## config.mk

```make
export PLATFORM = sky130hd
export DESIGN_NAME = apb_requester
export DESIGN_NICKNAME = d
export VERILOG_FILES = /design/src/rtl/apb_requester.sv
export SDC_FILE = /design/constraint.sdc
export NUM_CORES = 1
export LEC_CHECK = 0
export ABC_AREA = 0
export BUFFER_PORTS_ARGS = -buffer_cell sky130_fd_sc_hd__buf_2
export CAP_MARGIN = 40
export CELL_PAD_IN_SITES_DETAIL_PLACEMENT = 0
export CELL_PAD_IN_SITES_GLOBAL_PLACEMENT = 1
export CORE_MARGIN = 10
export CORE_UTILIZATION = 30
export DETAILED_ROUTE_END_ITERATION = 10
export PLACE_DENSITY = 0.72
export RECOVER_POWER = 50
export SETUP_SLACK_MARGIN = 0.05
export SLEW_MARGIN = 25
export SYNTH_ARGS = -nofsm -noshare
export SYNTH_HDL_FRONTEND = slang
export SYNTH_SLANG_ARGS = --single-unit
```

## constraint.sdc

```tcl
create_clock -name pclk -period 2 [get_ports pclk]
set_clock_uncertainty 0.1 [all_clocks]
set_input_delay 0 -clock pclk [delete_from_list [all_inputs] [get_ports pclk]]
set_output_delay 0 -clock pclk [all_outputs]
set_load 0.005 [all_outputs]
```

## src/rtl/apb_requester.sv

```systemverilog
// APB4 requester: converts single-beat valid/ready commands into APB SETUP/ACCESS
// transfers and returns read data, slave error and timeout status on a response port.
module apb_requester #(
    parameter int ADDR_WIDTH     = 32,
    parameter int DATA_WIDTH     = 32,
    parameter int TIMEOUT_CYCLES = 16
) (
    input  logic                      pclk,
    input  logic                      preset,
    // command port
    input  logic                      cmd_valid,
    output logic                      cmd_ready,
    input  logic                      cmd_write,
    input  logic [ADDR_WIDTH-1:0]     cmd_addr,
    input  logic [DATA_WIDTH-1:0]     cmd_wdata,
    input  logic [DATA_WIDTH/8-1:0]   cmd_strb,
    input  logic [2:0]                cmd_prot,
    input  logic                      cmd_nse,
    // response port
    output logic                      rsp_valid,
    input  logic                      rsp_ready,
    output logic [DATA_WIDTH-1:0]     rsp_rdata,
    output logic                      rsp_err,
    output logic                      rsp_timeout,
    // APB requester port
    output logic [ADDR_WIDTH-1:0]     paddr,
    output logic [2:0]                pprot,
    output logic                      pnse,
    output logic                      pwrite,
    output logic [DATA_WIDTH-1:0]     pwdata,
    output logic [DATA_WIDTH/8-1:0]   pstrb,
    output logic                      psel,
    output logic                      penable,
    output logic                      pwakeup,
    input  logic                      pready,
    input  logic                      pslverr,
    input  logic [DATA_WIDTH-1:0]     prdata
);

    localparam int STRB_WIDTH = DATA_WIDTH / 8;
    localparam int CNT_WIDTH  = (TIMEOUT_CYCLES > 0) ? $clog2(TIMEOUT_CYCLES + 1) : 1;
    // Abort fires on the last permitted ACCESS cycle, i.e. after TIMEOUT_CYCLES-1 stalls.
    localparam logic [CNT_WIDTH-1:0] CNT_LAST =
        CNT_WIDTH'((TIMEOUT_CYCLES > 0) ? TIMEOUT_CYCLES - 1 : 0);

    typedef enum logic [1:0] {
        IDLE,
        SETUP,
        ACCESS,
        RESP
    } state_e;

    state_e                  state_q;
    logic [CNT_WIDTH-1:0]    cnt_q;
    logic [CNT_WIDTH-1:0]    cnt_d;
    logic                    accept;
    logic                    timeout_hit;

    logic                    cmd_ready_q;
    logic                    rsp_valid_q;
    logic [DATA_WIDTH-1:0]   rsp_rdata_q;
    logic                    rsp_err_q;
    logic                    rsp_timeout_q;
    logic [ADDR_WIDTH-1:0]   paddr_q;
    logic [2:0]              pprot_q;
    logic                    pnse_q;
    logic                    pwrite_q;
    logic [DATA_WIDTH-1:0]   pwdata_q;
    logic [STRB_WIDTH-1:0]   pstrb_q;
    logic                    psel_q;
    logic                    penable_q;
    logic                    pwakeup_q;

    // NOTE: always_comb gives each output a value on every path, so no latch can form.
    always_comb begin
        accept      = (state_q == IDLE) && cmd_valid && cmd_ready_q;
        timeout_hit = (TIMEOUT_CYCLES != 0) && (cnt_q == CNT_LAST);
        cnt_d       = cnt_q + CNT_WIDTH'(1);
    end

    // NOTE: sequential state uses <= only, so every register sees pre-edge values.
    always_ff @(posedge pclk) begin
        if (preset) begin
            state_q       <= IDLE;
            cnt_q         <= '0;
            cmd_ready_q   <= 1'b0;
            rsp_valid_q   <= 1'b0;
            rsp_rdata_q   <= '0;
            rsp_err_q     <= 1'b0;
            rsp_timeout_q <= 1'b0;
            paddr_q       <= '0;
            pprot_q       <= '0;
            pnse_q        <= 1'b0;
            pwrite_q      <= 1'b0;
            pwdata_q      <= '0;
            pstrb_q       <= '0;
            psel_q        <= 1'b0;
            penable_q     <= 1'b0;
            pwakeup_q     <= 1'b0;
        end else begin
            case (state_q)
                IDLE: begin
                    if (accept) begin
                        paddr_q     <= cmd_addr;
                        pprot_q     <= cmd_prot;
                        pnse_q      <= cmd_nse;
                        pwrite_q    <= cmd_write;
                        pwdata_q    <= cmd_write ? cmd_wdata : '0;
                        pstrb_q     <= cmd_write ? cmd_strb : '0;
                        psel_q      <= 1'b1;
                        pwakeup_q   <= 1'b1;
                        cmd_ready_q <= 1'b0;
                        state_q     <= SETUP;
                    end else begin
                        cmd_ready_q <= 1'b1;
                    end
                end
                SETUP: begin
                    penable_q <= 1'b1;
                    cnt_q     <= '0;
                    state_q   <= ACCESS;
                end
                ACCESS: begin
                    if (pready) begin
                        rsp_rdata_q   <= pwrite_q ? '0 : prdata;
                        rsp_err_q     <= pslverr;
                        rsp_timeout_q <= 1'b0;
                        rsp_valid_q   <= 1'b1;
                        psel_q        <= 1'b0;
                        penable_q     <= 1'b0;
                        pwakeup_q     <= 1'b0;
                        state_q       <= RESP;
                    end else if (timeout_hit) begin
                        rsp_rdata_q   <= '0;
                        rsp_err_q     <= 1'b1;
                        rsp_timeout_q <= 1'b1;
                        rsp_valid_q   <= 1'b1;
                        psel_q        <= 1'b0;
                        penable_q     <= 1'b0;
                        pwakeup_q     <= 1'b0;
                        state_q       <= RESP;
                    end else begin
                        cnt_q <= cnt_d;
                    end
                end
                RESP: begin
                    if (rsp_ready) begin
                        rsp_valid_q <= 1'b0;
                        cmd_ready_q <= 1'b1;
                        state_q     <= IDLE;
                    end
                end
                default: state_q <= IDLE;
            endcase
        end
    end

    assign cmd_ready   = cmd_ready_q;
    assign rsp_valid   = rsp_valid_q;
    assign rsp_rdata   = rsp_rdata_q;
    assign rsp_err     = rsp_err_q;
    assign rsp_timeout = rsp_timeout_q;
    assign paddr       = paddr_q;
    assign pprot       = pprot_q;
    assign pnse        = pnse_q;
    assign pwrite      = pwrite_q;
    assign pwdata      = pwdata_q;
    assign pstrb       = pstrb_q;
    assign psel        = psel_q;
    assign penable     = penable_q;
    assign pwakeup     = pwakeup_q;

endmodule

```

# Yosys cells after proc, flatten, opt, wreduce, memory -nomap -nowiden
# Cells that the tools add are included.
dict set report classes {
  n_addsub 1
  n_eq_ne 9
  n_mux 27
  n_reduce_logical 16
}
# op count
set ops {}
lappend ops {{32-bit two-way mux} 4}
lappend ops {{3-bit AND reduction} 4}
lappend ops {{1-bit two-way mux} 10}
lappend ops {{5-bit two-way mux} 2}
lappend ops {{5-bit one-hot mux with 2 select lines} 1}
lappend ops {{2-bit nonzero test} 5}
lappend ops {{2-bit two-way mux} 4}
lappend ops {{2-bit inequality test (second input constant)} 4}
lappend ops {{1-bit one-hot mux with 2 select lines} 4}
lappend ops {{2-bit one-hot mux with 4 select lines} 1}
lappend ops {{2-bit AND reduction} 4}
lappend ops {{5-bit by 1-bit adder with 5-bit output (second input constant)} 1}
lappend ops {{5-bit by 4-bit == test with 1-bit output (second input constant)} 1}
lappend ops {{2-bit == test (second input constant)} 2}
lappend ops {{4-bit two-way mux} 1}
lappend ops {{3-bit inequality test (second input constant)} 1}
lappend ops {{2-bit by 1-bit == test with 1-bit output (second input constant)} 1}
lappend ops {{1-bit logical AND} 2}
lappend ops {{2-bit zero test} 1}
dict set report totals {
  ff_bits 118
  inputBits 111
  output_inout_bits 112
  elab_cells 68
}

# Longest topological paths before layout
dict set report logic_depth {
  depth_word 5
  ltp_mapped 7
  mapped_depth_nobuf 6
}

# Worst setup path before layout
# Ideal clock, no wire load.
dict set report synth_path {
  path_kind {register -> register}
  startpoint {register cnt_q[0]}
  endpoint {register rsp_rdata_q[10], in the netlist rsp_rdata[10]}
  setup_ps 59
  arrival_ps 1715
  required_ps 1841
  slack_ps 127
  stages_incl_launch_ff 8
  n_path_buf 1
  period_less_slack_ps 1873
  cell_sequence {dfxtp_1 ha_1 and3_1 ha_1 o21a_2 nor2_1 buf_4 a22o_1}
}
dict set report synth_between {
  elab_chain_cells 3
}
# item line
set synth_lines {}
lappend synth_lines {{from (decl)} 54} ;# logic [CNT_WIDTH-1:0] cnt_q;
lappend synth_lines {{from (signal assigned)} 143} ;# cnt_q <= cnt_d;
lappend synth_lines {{5-bit by 4-bit == test with 1-bit output} 77} ;# timeout_hit = (TIMEOUT_CYCLES != 0) && (cnt_q == CNT_LAST);
lappend synth_lines {{2-bit nonzero test (no line)} -}
lappend synth_lines {{2-bit AND reduction (no line)} -}
lappend synth_lines {{to (signal assigned)} 125} ;# rsp_rdata_q <= pwrite_q ? '0 : prdata;
lappend synth_lines {{to (decl)} 61} ;# logic [DATA_WIDTH-1:0] rsp_rdata_q;
# Every way passes these cells.
# A chain may end at the register's enable or synchronous reset.

# Final worst setup path
dict set report layout_path {
  startpoint {register cnt_q[1]}
  endpoint {register state_q[0]}
}
dict set report layout_between {
  elab_chain_cells 3
}
# item line
set layout_lines {}
lappend layout_lines {{5-bit by 4-bit == test with 1-bit output} 77}
lappend layout_lines {{3-bit inequality test (no line)} -}
lappend layout_lines {{3-bit AND reduction (no line)} -}
lappend layout_lines {{to (signal assigned)} 84} ;# state_q <= IDLE;
lappend layout_lines {{to (signal assigned)} 113} ;# state_q <= SETUP;
lappend layout_lines {{to (signal assigned)} 121} ;# state_q <= ACCESS;
lappend layout_lines {{to (decl)} 53} ;# state_e state_q;
# Every way passes these cells.

==> metrics.cfg <==
[global_route]
grt_max_degree = 55
grtUsageTotal_pct = 15.3
antenna_found_initial = 1
grt_pass1_wl_um = 24400
grt_pass1_vias = 4545
grt-ovfl-total = 0

[clocking]
cts_tree = done
clockRootBuffer = clkbuf_16
clock_latency_ns = 0.40
clkSinkCount = 118
clockBufferDepth = 2
htreeDepth = 4
cts_buffers = 17
cts.clk_slew.worst_paths_ns = 0.05
cts_setup_buffers = 0

[pwr]
power_density_nw_per_um2 = 1070
switching_share_pct = 27.8
vdd_drop_max_v = 0.000617
switching_power_mw = 2.10
intPower_mw = 5.47
power_frac_seq_pct = 37.1
total_power_mw = 7.57
p_leak_nw = 2.81
comb_power_share_pct = 21.7
p_clk_share_pct = 41.2

[placed_design]
hpwl_um = 10300
io_buffer_count = 222
routabilityCongestion = 0.832
placed_area_um2 = 5500

[die]
pin_count = 223
core_um2 = 13800
fp.dieW_um = 139
start_util_pct = 30.6
die_area_um2 = 19200
die-height_um = 139
rows = 43

[logic_synthesis]
seq_area_frac_synth_pct = 55.9
syn_inst = 471
ys_warn_count = 0
synth-seq-cells = 118
yosysUniqueCellTypes = 33
ys_top_cells_by_count = dfxtp_1 (118), nand2_1 (114), a21oi_1 (79)
synth_edf_count = 0
synthFlopType = dfxtp_1
synth.area.top_cells = dfxtp_1 (56%), nand2_1 (10%), a21oi_1 (9.3%)
syn_area_per_cell_um2 = 8.98
netlist_area_um2 = 4230
netlist.area_leader.share_pct = 55.9
async_flop_share_pct = 0
yosysMostFrequentCell = dfxtp_1
synth_nets = 588
yosys.area.top_type = dfxtp_1

[routing]
dr.first_iter.drc_count = 213
dr.pass1.iters = 7
m1WireLength_um = 6290
via_per_inst = 4.65
wl_met2_um = 7630
route.met3.wl_um = 1050
highest_layer = met4
wire_per_inst_um = 15.7
antenna_left = 0
route.vias.total = 4582
drt-total-wl_um = 15500
route.detailed.drc = 0

[worst_setup_path]
slowest_stage = dfxtp_1
cpLargestDelayFamily = compound AO/OA/AOI/OAI gates
worst_setup_path_end_kind = register
critPathArrivalTime_ns = 2.10
r2r_setup_slack_ns = 0.12
crit_buf_inv = 1
critPathMaxFanout = 6
worst_setup_path_start_kind = register
crit_required_ns = 2.21
cp_slowest_stage_delay_ns = 0.37
crit_type = reg -> reg
path_cells = ha_2 > and3_1 > ha_4 > nor3b_4 > buf_4 > a211o_1 > a211oi_1

[layout]
nets = 909
fin_util_pct = 51.1
area_growth_pct = 67.2
drive_gt1_share_pct = 20.8
final_area_um2 = 7070

[sta]
rsz0062_at_grt = no
slew_viol_final = 0
tightest_slew_ns = 0.679
finalSetupTns_ns = 0
hold_violations = 0
fmax_ghz = 0.531
slew_headroom_pct = 54.7
finalCritPeriodShare_pct = 94.2
setup-violations-final = 0
finalCriticalPeriod_ns = 1.88

[min_path]
hold_class = in -> reg

[run]
cap_violations = 0

[run_status]
status = completed

==> worst paths after layout <==
| path | from | to | depth (start not counted) |
|---|---|---|---|
| worst max-delay path | cnt_q[1]$_SDFFE_PP0P_ | state_q[0]$_SDFFE_PP0P_ | 7 |
| worst min-delay path | preset | cmd_ready$_SDFFE_PP0P_ | 3 |
| worst max register to register | cnt_q[1]$_SDFFE_PP0P_ | state_q[0]$_SDFFE_PP0P_ | 7 |
| worst min register to register | pwdata[16]$_SDFFE_PP0P_ | pwdata[16]$_SDFFE_PP0P_ | 2 |
==> timing repair <==
| action | CTS | global route |
|---|---|---|
| endpoints found under the setup margin | 0 | 37 |
| resized for setup | 0 | 4 |
| hold buffers | 108 | 0 |
| hold endpoints to repair | 114 | 0 |
==> routing by layer <==
metal / vias to the layer above / GRT usage (%)
li1: 2257 / -
met1: 2127 / 17.0
met2: 165 / 25.6
met3: 33 / 5.68
met4: 0 / 7.14
met5: - / 0
==> worst register-to-register path: stages (launching register included) <==
cell and delay (ns):
dfxtp_1 0.37, ha_2 0.22, and3_1 0.21, ha_4 0.18
nor3b_4 0.05, buf_4 0.15, a211o_1 0.29, a211oi_1 0.23
==> power groups by stage <==
stage	Clock [mW]	Combinational (mW)	Sequential, mW
CTS	3.21	1.73	2.80
global placement	0	1.53	2.83
finish	3.12	1.64	2.81
floorplan	0	0.888	2.86
global route	3.32	1.82	2.84
detailed placement	0	1.56	2.85
==> sequential cells by signal, indices dropped and copies added, names as in the netlist <==
name,flops
penable,1
pwakeup,1
cmd_ready,1
pwrite,1
rsp_valid,1
rsp_timeout,1
state_q,2
paddr,32
pnse,1
pwdata,32
rsp_rdata,32
rsp_err,1
pprot,3
pstrb,4
cnt_q,5
==> placed cells by master, fill, tap and decap left out, drive strengths merged, types with 4 or more instances in the layout <==
| master | netlist | routed |
|---|---|---|
| inv | 6 | 6 |
| nor2 | 9 | 9 |
| a21oi | 79 | 79 |
| a22o | 32 | 32 |
| dfxtp | 118 | 118 |
| nand3 | 38 | 38 |
| dlygate4sd3 | 0 | 108 |
| clkbuf | 14 | 128 |
| nand2b | 4 | 4 |
| nand2 | 114 | 114 |
| ha | 6 | 6 |
| a211oi | 4 | 4 |
| buf | 24 | 127 |
| nor3 | 4 | 4 |
==> cell type report <==
type	instances	area [um2]
inverters	6	22.5
clock inverters	8	120
flip-flops and latches	118	2360
multi-input cells	309	1670
clock buffers	23	498
diodes	1	2.50
fillers	1303	6760
repair buffers	340	2170
well taps	180	225
==> stage by stage <==
stage	setup WS, ns	std cells	hold slack (ns)
after detailed placement	0.0689	845	0.114
after global routing	0.0501	985	0.0868
after floorplan	0.127	471	-0.00436
final	0.115	985	0.0615
after CTS	0.0586	984	0.0427
after global placement	0.131	845	0.110
==> cells by family (layout without fill, tap and decap cells) <==
group	after synthesis	after routing	share of synthesized area [%]
DFF	118	118	55.9
muxes	2	2	0.503
adders and majority gates	6	6	1.78
other	0	1	0
AOI/OAI and AO/OA	127	127	18.7
and+or+nand+nor	174	174	17.7
buffers and inverters	44	377	5.44
Note: power is estimated with default switching activity, not from simulation.
